<file path="src/rtl/uart_rx_param_pkg.sv">
// Shared definitions for the parametrised UART receiver:
// parity mode constants, receiver FSM states and counter sizing helpers.
package uart_rx_param_pkg;

  localparam int unsigned PARITY_NONE = 0;
  localparam int unsigned PARITY_ODD  = 1;
  localparam int unsigned PARITY_EVEN = 2;

  typedef enum logic [2:0] {
    S_IDLE,
    S_START,
    S_DATA,
    S_PARITY,
    S_STOP
  } rx_state_e;

  // Bits needed to hold values 0..n-1 (never less than 1).
  function automatic int unsigned cnt_width(input int unsigned n);
    return (n <= 2) ? 1 : $clog2(n);
  endfunction

  // Clocks per oversampling tick, rounded to nearest.
  function automatic int unsigned baud_div(input int unsigned clk_freq,
                                           input int unsigned baud,
                                           input int unsigned oversample);
    return (clk_freq + (baud * oversample) / 2) / (baud * oversample);
  endfunction

endpackage

</file>
<file path="src/rtl/uart_rx_param_if.sv">
// Consumer-side bus of the UART receiver.
//   o_data / o_valid / i_ready : one-entry valid/ready word handshake
//   o_parity_err, o_frame_err, o_break, o_overrun : status of the held word
//   o_busy : receiver is inside a frame
// master = receiver, slave = consumer.
interface uart_rx_param_if #(
  parameter int unsigned DATA_BITS = 8
);
  logic [DATA_BITS-1:0] o_data;
  logic                 o_valid;
  logic                 i_ready;
  logic                 o_parity_err;
  logic                 o_frame_err;
  logic                 o_break;
  logic                 o_overrun;
  logic                 o_busy;

  modport master (
    output o_data, o_valid, o_parity_err, o_frame_err, o_break, o_overrun, o_busy,
    input  i_ready
  );

  modport slave (
    input  o_data, o_valid, o_parity_err, o_frame_err, o_break, o_overrun, o_busy,
    output i_ready
  );
endinterface

</file>
<file path="src/rtl/uart_rx_param_baud_gen.sv">
// Oversampling tick generator for the UART receiver.
//   i_clk     : system clock
//   i_reset   : synchronous, active-low reset
//   i_restart : realign the divider (start-bit edge)
//   o_tick    : one-cycle pulse every DIV clocks
module uart_baud_gen
  import uart_rx_param_pkg::*;
#(
  parameter int unsigned CLK_FREQ   = 50_000_000,
  parameter int unsigned BAUD       = 19200,
  parameter int unsigned OVERSAMPLE = 16
) (
  input  logic i_clk,
  input  logic i_reset,
  input  logic i_restart,
  output logic o_tick
);

  localparam int unsigned DIV = baud_div(CLK_FREQ, BAUD, OVERSAMPLE);
  localparam int unsigned CW  = cnt_width(DIV);

  logic [CW-1:0] cnt;

  always_ff @(posedge i_clk) begin
    if (!i_reset) begin
      cnt    <= '0;
      o_tick <= 1'b0;
    end else if (i_restart) begin
      cnt    <= '0;
      o_tick <= 1'b0;
    end else if (cnt == CW'(DIV - 1)) begin
      cnt    <= '0;
      o_tick <= 1'b1;
    end else begin
      cnt    <= cnt + 1'b1;
      o_tick <= 1'b0;
    end
  end

endmodule

</file>
<file path="src/rtl/uart_rx_param.sv">
// Parametrised UART receiver.
//   i_clk   : system clock, rising edge
//   i_reset : synchronous, active-low reset
//   i_rx    : asynchronous serial line, idle high
//   rx_bus  : word handshake and status flags (see uart_rx_param_if)
// The line is synchronised, a falling edge starts a frame and realigns the
// tick divider, and every bit is sampled at its mid-point. Completed frames
// land in a one-entry holding register; a frame completing while the
// register is full and not being accepted is dropped and flags overrun.
module uart_rx_param
  import uart_rx_param_pkg::*;
#(
  parameter int unsigned CLK_FREQ   = 50_000_000,
  parameter int unsigned BAUD       = 19200,
  parameter int unsigned OVERSAMPLE = 16,
  parameter int unsigned DATA_BITS  = 8,
  parameter int unsigned PARITY     = PARITY_NONE,
  parameter int unsigned STOP_BITS  = 1
) (
  input  logic              i_clk,
  input  logic              i_reset,
  input  logic              i_rx,
  uart_rx_param_if.master   rx_bus
);

  localparam int unsigned TW = cnt_width(OVERSAMPLE);
  localparam int unsigned BW = cnt_width(10);

  rx_state_e state, state_n;

  logic [1:0]           sync_r;
  logic                 rx_s, rx_prev, fall;
  logic                 tick, restart, mid_start, bit_done, last_stop;
  logic [TW-1:0]        tick_cnt;
  logic [BW-1:0]        bit_cnt;
  logic [DATA_BITS-1:0] shift_r;
  logic                 par_bit_r, stop0_r, frame_err_r, commit_r;

  logic [DATA_BITS-1:0] data_r;
  logic                 valid_r, perr_r, ferr_r, brk_r, ovr_r;
  logic                 accept, par_err_w, break_w;

  assign rx_s      = sync_r[1];
  assign fall      = rx_prev & ~rx_s;
  assign restart   = (state == S_IDLE) && fall;
  assign mid_start = tick && (tick_cnt == TW'(OVERSAMPLE / 2 - 1));
  assign bit_done  = tick && (tick_cnt == TW'(OVERSAMPLE - 1));

  uart_baud_gen #(
    .CLK_FREQ   (CLK_FREQ),
    .BAUD       (BAUD),
    .OVERSAMPLE (OVERSAMPLE)
  ) u_baud (
    .i_clk     (i_clk),
    .i_reset   (i_reset),
    .i_restart (restart),
    .o_tick    (tick)
  );

  always_ff @(posedge i_clk) begin
    if (!i_reset) state <= S_IDLE;
    else          state <= state_n;
  end

  always_comb begin
    state_n   = state;
    last_stop = 1'b0;
    case (state)
      S_IDLE:   if (fall) state_n = S_START;
      S_START:  if (mid_start) state_n = rx_s ? S_IDLE : S_DATA;
      S_DATA:   if (bit_done && bit_cnt == BW'(DATA_BITS - 1))
                  state_n = (PARITY != PARITY_NONE) ? S_PARITY : S_STOP;
      S_PARITY: if (bit_done) state_n = S_STOP;
      S_STOP:   if (bit_done && bit_cnt == BW'(STOP_BITS - 1)) begin
                  state_n   = S_IDLE;
                  last_stop = 1'b1;
                end
      default:  state_n = S_IDLE;
    endcase
  end

  // Counters restart on every state change, so each state counts its own
  // ticks and bits from zero.
  always_ff @(posedge i_clk) begin
    if (!i_reset) begin
      sync_r      <= 2'b11;
      rx_prev     <= 1'b1;
      tick_cnt    <= '0;
      bit_cnt     <= '0;
      shift_r     <= '0;
      par_bit_r   <= 1'b0;
      stop0_r     <= 1'b0;
      frame_err_r <= 1'b0;
      commit_r    <= 1'b0;
    end else begin
      sync_r   <= {sync_r[0], i_rx};
      rx_prev  <= rx_s;
      commit_r <= last_stop;

      if (state_n != state || state == S_IDLE) begin
        tick_cnt <= '0;
        bit_cnt  <= '0;
      end else if (tick) begin
        if (state == S_START) begin
          tick_cnt <= tick_cnt + 1'b1;
        end else if (tick_cnt == TW'(OVERSAMPLE - 1)) begin
          tick_cnt <= '0;
          bit_cnt  <= bit_cnt + 1'b1;
        end else begin
          tick_cnt <= tick_cnt + 1'b1;
        end
      end

      if (restart) frame_err_r <= 1'b0;

      if (bit_done) begin
        case (state)
          S_DATA:   shift_r   <= {rx_s, shift_r[DATA_BITS-1:1]};
          S_PARITY: par_bit_r <= rx_s;
          S_STOP: begin
            if (!rx_s) frame_err_r <= 1'b1;
            if (bit_cnt == '0) stop0_r <= rx_s;
          end
          default: ;
        endcase
      end
    end
  end

  assign par_err_w = (PARITY != PARITY_NONE) &&
                     ((^shift_r ^ par_bit_r) != (PARITY == PARITY_ODD));
  assign break_w   = (shift_r == '0) &&
                     ((PARITY == PARITY_NONE) || !par_bit_r) && !stop0_r;
  assign accept    = valid_r & rx_bus.i_ready;

  // Commit is one clock after the last stop sample; an accept on that same
  // edge frees the slot, so the new word loads instead of overrunning.
  always_ff @(posedge i_clk) begin
    if (!i_reset) begin
      data_r  <= '0;
      valid_r <= 1'b0;
      perr_r  <= 1'b0;
      ferr_r  <= 1'b0;
      brk_r   <= 1'b0;
      ovr_r   <= 1'b0;
    end else if (commit_r && (!valid_r || accept)) begin
      data_r  <= shift_r;
      valid_r <= 1'b1;
      perr_r  <= par_err_w;
      ferr_r  <= frame_err_r;
      brk_r   <= break_w;
      ovr_r   <= 1'b0;
    end else if (accept) begin
      valid_r <= 1'b0;
      perr_r  <= 1'b0;
      ferr_r  <= 1'b0;
      brk_r   <= 1'b0;
      ovr_r   <= 1'b0;
    end else if (commit_r) begin
      ovr_r   <= 1'b1;
    end
  end

  assign rx_bus.o_data       = data_r;
  assign rx_bus.o_valid      = valid_r;
  assign rx_bus.o_parity_err = perr_r;
  assign rx_bus.o_frame_err  = ferr_r;
  assign rx_bus.o_break      = brk_r;
  assign rx_bus.o_overrun    = ovr_r;
  assign rx_bus.o_busy       = (state != S_IDLE);

endmodule

</file>
<file path="src/flat_wrapper.sv">
// flat-port wrapper written by rule: the top's interface ports become plain ports
module uart_rx_param_flat import uart_rx_param_pkg::*;
#(
  parameter int unsigned CLK_FREQ   = 50_000_000,
  parameter int unsigned BAUD       = 19200,
  parameter int unsigned OVERSAMPLE = 16,
  parameter int unsigned DATA_BITS  = 8,
  parameter int unsigned PARITY     = PARITY_NONE,
  parameter int unsigned STOP_BITS  = 1
)
  (i_clk, i_reset, i_rx, rx_bus_o_data, rx_bus_o_valid, rx_bus_o_parity_err, rx_bus_o_frame_err, rx_bus_o_break, rx_bus_o_overrun, rx_bus_o_busy, rx_bus_i_ready);
  uart_rx_param_if #(.DATA_BITS(DATA_BITS)) rx_bus_i ();
  input  logic i_clk;
  input  logic i_reset;
  input  logic i_rx;
  output wire logic [$bits(rx_bus_i.o_data)-1:0] rx_bus_o_data;
  output wire logic [$bits(rx_bus_i.o_valid)-1:0] rx_bus_o_valid;
  output wire logic [$bits(rx_bus_i.o_parity_err)-1:0] rx_bus_o_parity_err;
  output wire logic [$bits(rx_bus_i.o_frame_err)-1:0] rx_bus_o_frame_err;
  output wire logic [$bits(rx_bus_i.o_break)-1:0] rx_bus_o_break;
  output wire logic [$bits(rx_bus_i.o_overrun)-1:0] rx_bus_o_overrun;
  output wire logic [$bits(rx_bus_i.o_busy)-1:0] rx_bus_o_busy;
  input wire logic [$bits(rx_bus_i.i_ready)-1:0] rx_bus_i_ready;
  assign rx_bus_o_data = rx_bus_i.o_data;
  assign rx_bus_o_valid = rx_bus_i.o_valid;
  assign rx_bus_o_parity_err = rx_bus_i.o_parity_err;
  assign rx_bus_o_frame_err = rx_bus_i.o_frame_err;
  assign rx_bus_o_break = rx_bus_i.o_break;
  assign rx_bus_o_overrun = rx_bus_i.o_overrun;
  assign rx_bus_o_busy = rx_bus_i.o_busy;
  assign rx_bus_i.i_ready = rx_bus_i_ready;
  uart_rx_param #(.CLK_FREQ(CLK_FREQ), .BAUD(BAUD), .OVERSAMPLE(OVERSAMPLE), .DATA_BITS(DATA_BITS), .PARITY(PARITY), .STOP_BITS(STOP_BITS)) u_core (.i_clk(i_clk), .i_reset(i_reset), .i_rx(i_rx), .rx_bus(rx_bus_i));
endmodule
</file>
<file path="config.mk">
export PLATFORM = sky130hd
export DESIGN_NAME = uart_rx_param_flat
export DESIGN_NICKNAME = d
export VERILOG_FILES = /design/src/rtl/uart_rx_param_pkg.sv /design/src/rtl/uart_rx_param_if.sv /design/src/rtl/uart_rx_param_baud_gen.sv /design/src/rtl/uart_rx_param.sv /design/src/flat_wrapper.sv
export SDC_FILE = /design/constraint.sdc
export NUM_CORES = 1
export LEC_CHECK = 0
export CAP_MARGIN = 20
export CORE_MARGIN = 3
export CORE_UTILIZATION = 56
export DETAILED_ROUTE_END_ITERATION = 8
export MAX_ROUTING_LAYER = met4
export PLACE_DENSITY = 0.78
export SLEW_MARGIN = 20
export SYNTH_ARGS = -nofsm -noshare
export SYNTH_HDL_FRONTEND = slang
export SYNTH_SLANG_ARGS = --single-unit
</file>
<file path="constraint.sdc">
create_clock -name i_clk -period 2 [get_ports i_clk]
set_clock_uncertainty 0.2 [all_clocks]
set_input_delay 0.2 -clock i_clk [delete_from_list [all_inputs] [get_ports i_clk]]
set_output_delay 0.2 -clock i_clk [all_outputs]
set_load 0.02 [all_outputs]
</file>
# Word-level counts from Yosys, hierarchy flattened
# Index checks and enable logic that the tools add are counted.
[classes] n_eq_ne=9 n_addsub=3 n_mux=19 bitwise=5 reduce_logical=24
[op_table] cell="$mux 3" n=5
[op_table] cell="$pmux 3 s5" n=1
[op_table] cell="$mux 1" n=10
[op_table] cell="$add 4x1->4 const B" n=2
[op_table] cell="$add 8x1->8 const B" n=1
[op_table] cell="$eq 4x3->1 const B" n=2
[op_table] cell="$eq 8x8->1 const B" n=1
[op_table] cell="$logic_not 8->1" n=1
[op_table] cell="$mux 4" n=2
[op_table] cell="$logic_and 1x1->1" n=7
[op_table] cell="$eq 3x2->1 const B" n=2
[op_table] cell="$reduce_and 3->1" n=2
[op_table] cell="$reduce_or 3->1" n=2
[op_table] cell="$eq 4x4->1 const B" n=1
[op_table] cell="$logic_not 4->1" n=1
[op_table] cell="$reduce_and 2->1" n=2
[op_table] cell="$reduce_or 2->1" n=2
[op_table] cell="$eq 3x1->1 const B" n=1
[op_table] cell="$eq 3x3->1 const B" n=1
[op_table] cell="$logic_not 3->1" n=1
[op_table] cell="$ne 3x3->1" n=1
[op_table] cell="$not 1->1" n=3
[op_table] cell="$reduce_bool 3->1" n=1
[op_table] cell="$and 1x1->1" n=2
[op_table] cell="other kinds (4)" n=6
[word_totals] wordCells=76 reg_bits=46

# Longest topological paths before layout
# Gate-level depths: netlist of the first run.
[logic_depth] word_depth=8 depth_mapped=5

# Modules after synthesis
# From an unflattened synthesis of the first run, not the netlist that was laid out.
[unflattened] cells_unflattened=214 hier_area_um2=2018.2
[modules_own_cells] module="uart_rx_param" cells_each=171 seq_area_each_um2=740.7 n_inst=1 area_per_inst_um2=1591.5
[modules_own_cells] module="uart_baud_gen" cells_each=43 seq_area_each_um2=180.2 n_inst=1 area_per_inst_um2=426.7

# Worst setup path after synthesis of the first run
# OpenSTA, ideal clock, no wires.
[synth_timing] path_type="register to register" start="register u_core.tick_cnt[0]" end="register u_core.tick_cnt[0]" synth_period_minus_slack_ns=1.812 setup_slack_ns=0.188 setup_ns=0.133 n_path_buf=0 arrival_ns=1.479 stages_incl_launch_ff=6 path_cell_list="dfxtp_1 > ha_1 > nand3_2 > or3_1 > o221ai_2 > nor3_1"
[synth_via] elab_chain_len=8 word_cells_on_any_way=17 classes_between="add/sub (1); eq/ne (3); mux (7); reduce/logical (6)"
[synth_lines] item="start: declaration" line_no="uart_rx_param.sv:34" text="logic [TW-1:0] tick_cnt;"
[synth_lines] item="start signal: assignment" line_no="uart_rx_param.sv:105" text="tick_cnt <= tick_cnt + 1'b1;"
[synth_lines] item="start signal: assignment" line_no="uart_rx_param.sv:110" text="tick_cnt <= tick_cnt + 1'b1;"
[synth_lines] item="$eq 4x4->1" line_no="uart_rx_param.sv:47, uart_rx_param.sv:106"
[synth_lines] item="$logic_and 1x1->1" line_no="uart_rx_param.sv:47" text="assign bit_done = tick && (tick_cnt == TW'(OVERSAMPLE - 1));"
[synth_lines] item="$logic_and 1x1->1 (on tied branches)" line_no="uart_rx_param.sv:74, uart_rx_param.sv:71"
[synth_lines] item="$mux 3 (on tied branches)" line_no="uart_rx_param.sv:74, uart_rx_param.sv:71"
[synth_lines] item="$pmux 3 s5" line_no="uart_rx_param.sv:68" text="case (state)"
[synth_lines] item="$ne 3x3->1" line_no="uart_rx_param.sv:100" text="if (state_n != state || state == S_IDLE) begin"
[synth_lines] item="$logic_or 1x1->1" line_no="uart_rx_param.sv:100"
[synth_lines] item="$reduce_or 2->1 (no source line)"
# Parallel ways exist; a longest one is shown, timed or not.
# A chain may end at the register's enable or synchronous reset.

# Worst setup path after layout of the first run
[layout_timing] start="register u_core.state[1]" end="output port rx_bus_o_busy"
[layout_via] elab_chain_len=1
[layout_lines] item="start: declaration" line_no="uart_rx_param.sv:29" text="rx_state_e state, state_n;"
[layout_lines] item="start signal: assignment" line_no="uart_rx_param.sv:62" text="else state <= state_n;"
[layout_lines] item="$reduce_bool 3->1" line_no="uart_rx_param.sv:170" text="assign rx_bus.o_busy = (state != S_IDLE);"
[layout_lines] item="end: declaration" line_no="flat_wrapper.sv:22" text="output wire logic [$bits(rx_bus_i.o_busy)-1:0] rx_bus_o_busy;"
# Every way passes these cells.

==> results.toml, run 1 <==
[sta]
fin_crit_sh_pct = 97.3
finalHoldViolations = 0
whs_ns = 0.193
setup_viol = 0
slew_viol_final = 0
fin_crit_ns = 1.95
setup_tns_ns = 0
max_freq_mhz = 514
rsz0062_at_grt = "false"

[floorplanning]
pin_count = 18
placementRows = 21
start_util_pct = 59.0
die_w_um = 65.7
die_y_um = 65.7
core_area_mm2 = 0.00339
dieArea_mm2 = 0.00432

[pwr]
swShare_pct = 22.2
pwr-share-seq_pct = 59.7
netSwitchingPower_mw = 0.348
comb_power_share_pct = 3.9
clkPwrFrac_pct = 36.4
p_per_area_mw_per_mm2 = 672
peakVddDrop_v = 0.000417
p_int_mw = 1.22
power.leakage_nw = 0.849

[cts]
cts_tree = "yes"
cts_buffer_depth = 2
clkTransAtPathRegs_ns = 0.13
numCtsBuffers = 5
clock_latency_ns = 0.37
cts.sinks = 46
htreeDepth = 2
clockRootBuffer = "clkbuf_4"

[route]
detail_route.wl_per_cell_um = 13.4
finalWirelength_um = 3660
drc_errors = 0
vias = 1478
ant_nets = 0
viasPerCell = 5.41
first_pass_iters = 4
drt-initial-drc-count = 70

[global_routing]
antenna_found_initial = 0
grt_pass1_vias = 1400
overflow = 0
track_usage_pct = 19.5
grt_max_degree = 27
grt_pass1_wl_um = 6260

[placement]
hpwlAfterDp_um = 2660
gp_congestion = 0.869
port_buffers = 16

[synth]
syn_nets = 216
ys_warn_count = 0
synthDistinctLibCells = 38
ys_seq_area_share_pct = 46.1
synth_top_area_share_pct = 46.1
async_flop_share_pct = 0
syn_area_mm2 = 0.00200
ys_ff_latch = 46
yosys.area.top_type = "dfxtp_1"
ys.flop_type = "dfxtp_1"
synth_edf_count = 0
synth.area.top_cells = "dfxtp_1 46%, mux2i_1 11%, nor2b_1 6.3%"
syn_avg_cell_area_um2 = 9.65
synth_cells = 207

[setup_path]
worstPathRequired_ns = 1.60
critPathLaunchType = "flip-flop"
endpoint_kind = "primary output"
arrival_ns = 1.55
worstSetupStartpoint = "u_core.state[1]"
crit_path_max_fanout = 10
reg2reg_from = "u_core.tick_cnt[0]"
path_class = "reg2out"

[worst_hold_path]
min_from = "i_rx"
min_path_type = "in2reg"

[final_layout]
syn2layout_area_growth_pct = 16.6
nNetsFinal = 235
drive_gt1_share_pct = 9.25
diodes = 0

[status]
status = "complete, no violations"

[run]
maxCapViolCount = 0
## path summary, 6_finish.rpt
path / endpoint / slack (ns) / depth (start not counted)
worst max-delay path: rx_bus_o_busy / 0.05 / 2
worst min-delay path: u_core.sync_r[0] / 0.19 / 2
worst max register to register: u_core.tick_cnt[0] / 0.09 / 5
worst min register to register: u_core.sync_r[1] / 0.23 / 1
## area by class of cell
type	instances	area, µm²
clock buffers	5	37.5
clock inverters	3	43.8
fillers	266	1060
inverters	6	22.5
multi-input cells	145	1020
flip-flops and latches	46	923
well taps	46	57.6
repair buffers	22	221
## cells in the mapped netlist, types with 3 or more instances
library cell	n
o21ai_0	5
nor2_1	21
nand2b_1	6
nand3_1	8
nor3_1	3
dfxtp_1	46
nand2_1	9
nor2b_1	20
xnor2_1	5
a21oi_1	3
buf_2	3
ha_1	5
inv_1	6
xor2_1	8
nand4_1	5
and3_1	3
mux2i_1	21
clkbuf_1	5
## logic make-up (layout without fill, tap and decap cells)
family          Yosys count  after routing  share of synthesized area [%]
compound gates           19             19                           6.82
xor+xnor                 13             13                           5.70
fa+ha+maj                 5              5                           3.13
buf+inv                  16             36                           3.57
flops                    46             46                           46.1
mux                      21             21                           10.5
other cells               1              1                          0.188
simple gates             86             86                           24.0
## cells in the final DEF (no fill, tap or decap), types with 4 or more instances in the layout
cell,instances
clkbuf_4,5
clkdlybuf4s50_1,15
xor2_1,8
xnor2_1,5
ha_1,5
nand2_1,9
nand3_1,8
nor2_1,21
nor2b_1,20
dfxtp_1,44
buf_4,4
inv_1,6
o21ai_0,5
nand2b_1,6
nand4_1,5
mux2i_1,21
## registers in the layout, summed over array words and instances (netlist names), 2 cells and up
register	count
u_core.rx_bus.o_data	8
u_core.shift_r	8
u_core.u_baud.cnt	8
u_core.bit_cnt	4
u_core.tick_cnt	4
u_core.state	3
u_core.sync_r	2
## power groups by stage
| stage | clock (mW) | combinational, mW | sequential (mW) |
|---|---|---|---|
| global placement | 0 | 0.0579 | 0.954 |
| finish | 0.571 | 0.0613 | 0.934 |
| CTS | 0.582 | 0.0594 | 0.934 |
| floorplan | 0 | 0.0414 | 0.953 |
| global route | 0.621 | 0.0684 | 0.936 |
| detailed placement | 0 | 0.0598 | 0.954 |
## per-layer routing
metal  up-vias  track usage, %  wire length, µm
met5         -               -                0
met3         8            4.62              139
met2        30            30.2             1730
li1        750               -                -
met4         0            10.6               78
met1       690            23.3             1710
## critical path, cell delays in order, from the launching register on
cell and delay (ns):
dfxtp_2 0.40, or3_1 0.46, clkdlybuf4s15_1 0.32
## timing repair
action                     CTS  global route
cloned                       0             0
pin swaps                    0             1
hold buffers                 0             0
buffers inserted             0             0
setup endpoints to repair    1            10
resized for setup            3             4
hold endpoints to repair     0             0
## through the flow
stage | util, % | cells | power, mW | area, µm² | setup WS (ns)
after floorplan | - | 207 | 0.994 | 2000 | 0.188
after global placement | 65.6 | 265 | 1.01 | 2220 | 0.133
after detailed placement | 65.6 | 265 | 1.01 | 2220 | 0.0547
after CTS | 68.1 | 273 | 1.57 | 2310 | 0.0162
after global routing | 68.7 | 273 | 1.62 | 2330 | 0.00569
final | 68.7 | 273 | 1.57 | 2330 | 0.0548
Note: power is estimated with default switching activity, not from simulation.
==> run 2, diff against run 1 <==
- CAP_MARGIN: 20 -> default
- CORE_UTILIZATION: 56 -> 35
- PLACE_DENSITY: 0.78 -> default
==> run 2 against run 1 <==
Against the previous run: combinational power is 6.2% higher; via count is 2.0% lower; non-clock buffer count is 4 higher; hold slack better by 0.019 ns; cell count is 10% higher; highest routed layer unchanged; wire length is 3.6% lower; critical path depth stayed put; final area is 5.3% higher; sequential cell count stayed put; worst setup slack better by 0.039 ns; total power is 16% higher; first-iteration DRC count is 19% lower; critical endpoint unchanged.
==> results.toml, run 2 (synthesis gave the netlist of run 1 again) <==
[setup_path]
worstPathRequired_ns = 1.60
worstRegToRegCells = 5
endpoint_kind = "primary output"
critPathLaunchType = "flip-flop"
reg2reg_from = "u_core.tick_cnt[0]"
arrival_ns = 1.51
crit_path_max_fanout = 8
reg2reg_to = "u_core.tick_cnt[0]"
reg2reg_slack_ns = 0.12
path_class = "reg2out"

[cts]
cts.sinks = 46
htreeDepth = 2
cts_buffer_depth = 2
clock_latency_ns = 0.30
ctsHoldBuffers = 0
clockRootBuffer = "clkbuf_8"
numCtsBuffers = 5
clkTransAtPathRegs_ns = 0.09
cts_tree = "yes"

[final_layout]
final_cell_mix = "46 x dfxtp_1, 21 x mux2i_1, 21 x nor2_1, 20 x nor2b_1, 15 x clkdlybuf4s50_1"
drive_gt1_share_pct = 10.4
diodes = 0
fin_area_mm2 = 0.00245
nNetsFinal = 239
syn2layout_area_growth_pct = 22.7
layout_commonest_cell = "dfxtp_1"

[placement]
hpwlAfterDp_um = 2480
dpl-instance-area_mm2 = 0.00227
gp_congestion = 0.770
place_ws_ns = 0.0162
port_buffers = 16

[floorplanning]
dieArea_mm2 = 0.00665
die_y_um = 81.6
start_util_pct = 37.7
placementRows = 26
pin_count = 18
core_area_mm2 = 0.00530
die_w_um = 81.6

[pwr]
peakVddDrop_v = 0.000436
p_total_mw = 1.81
power.leakage_nw = 0.890
p_per_area_mw_per_mm2 = 738

[worst_hold_path]
min_path_type = "reg2reg"
min_from = "u_core.sync_r[0]"
hold_end = "u_core.sync_r[1]"
worstHoldPathCells = 1

[route]
ant_nets = 0
viasPerCell = 4.81
vias = 1449
detail_route.wl_per_cell_um = 11.7
drc_errors = 0
first_pass_iters = 4
finalWirelength_um = 3530
drt-initial-drc-count = 57

[global_routing]
antenna_found_initial = 0
grt_max_degree = 29
grt_pass1_wl_um = 6200
track_usage_pct = 12.4
grt_pass1_vias = 1364
overflow = 0

[sta]
slew_viol_final = 0
whs_ns = 0.211
fin_crit_ns = 1.91
rsz0062_at_grt = "false"
max_freq_mhz = 525
setup_tns_ns = 0
finalHoldViolations = 0
fin_crit_sh_pct = 95.3
setup_slack_ns = 0.0936
setup_viol = 0

[status]
status = "complete, no violations"

[run]
maxCapViolCount = 0
[run 2: changes by cell type in the layout (fill, tap and decap cells not counted), moves of 2 or more]
cell,change
buf_4,+5
clkbuf_4,-5
clkbuf_8,+5
dfxtp_1,+2
dfxtp_2,-2
[run 2: metal layers]
metal,track usage [%],vias up,share of wire (%)
li1,-,751,-
met1,15.5,665,49
met2,18.4,26,45
met3,3.62,7,4.1
met4,5.41,0,1.8
met5,-,-,0
[run 2: final cells by class]
cell class              instances  area (µm²)
clock buffers                   5        68.8
clock inverters                 3        68.8
fillers                       498        2850
inverters                       6        22.5
multi-input cells             145        1040
flip-flops and latches         46         921
well taps                      70        87.6
repair buffers                 26         246
[run 2: through the flow]
step	utilization (%)	instances
2_1_floorplan	-	207
3_3_place_gp	42.8	291
3_5_place_dp	42.8	291
4_1_cts	45.4	299
5_1_grt	46.2	301
6_report	46.2	301
[run 2: worst max-delay path, stage by stage (launching register included)]
cell and delay (ns):
dfxtp_1 0.41, or3_1 0.44, dlygate4sd2_1 0.35
[run 2: what timing repair did]
item / CTS / global route
hold endpoints to repair: 0 / 0
pin swaps: 0 / 2
endpoints found under the setup margin: 1 / 8
buffers inserted: 0 / 2
gates resized for setup: 1 / 4
[run 2: worst max-delay path by stage]
| stage | end | from |
|---|---|---|
| 2_1_floorplan | u_core.tick_cnt[0] | u_core.tick_cnt[0] |
| 3_3_place_gp | u_core.tick_cnt[3] | u_core.tick_cnt[0] |
| 3_5_place_dp | u_core.tick_cnt[0] | u_core.tick_cnt[0] |
| 4_1_cts | u_core.tick_cnt[0] | u_core.tick_cnt[0] |
| 5_1_grt | rx_bus_o_busy | u_core.state[2] |
| 6_report | rx_bus_o_busy | u_core.state[2] |
[run 2: report_power, final]
part / internal (mW) / switching (mW)
Sequential: 0.924 / 0.00877
Combinational: 0.0309 / 0.0342
Clock: 0.500 / 0.311
Total: 1.45 / 0.354
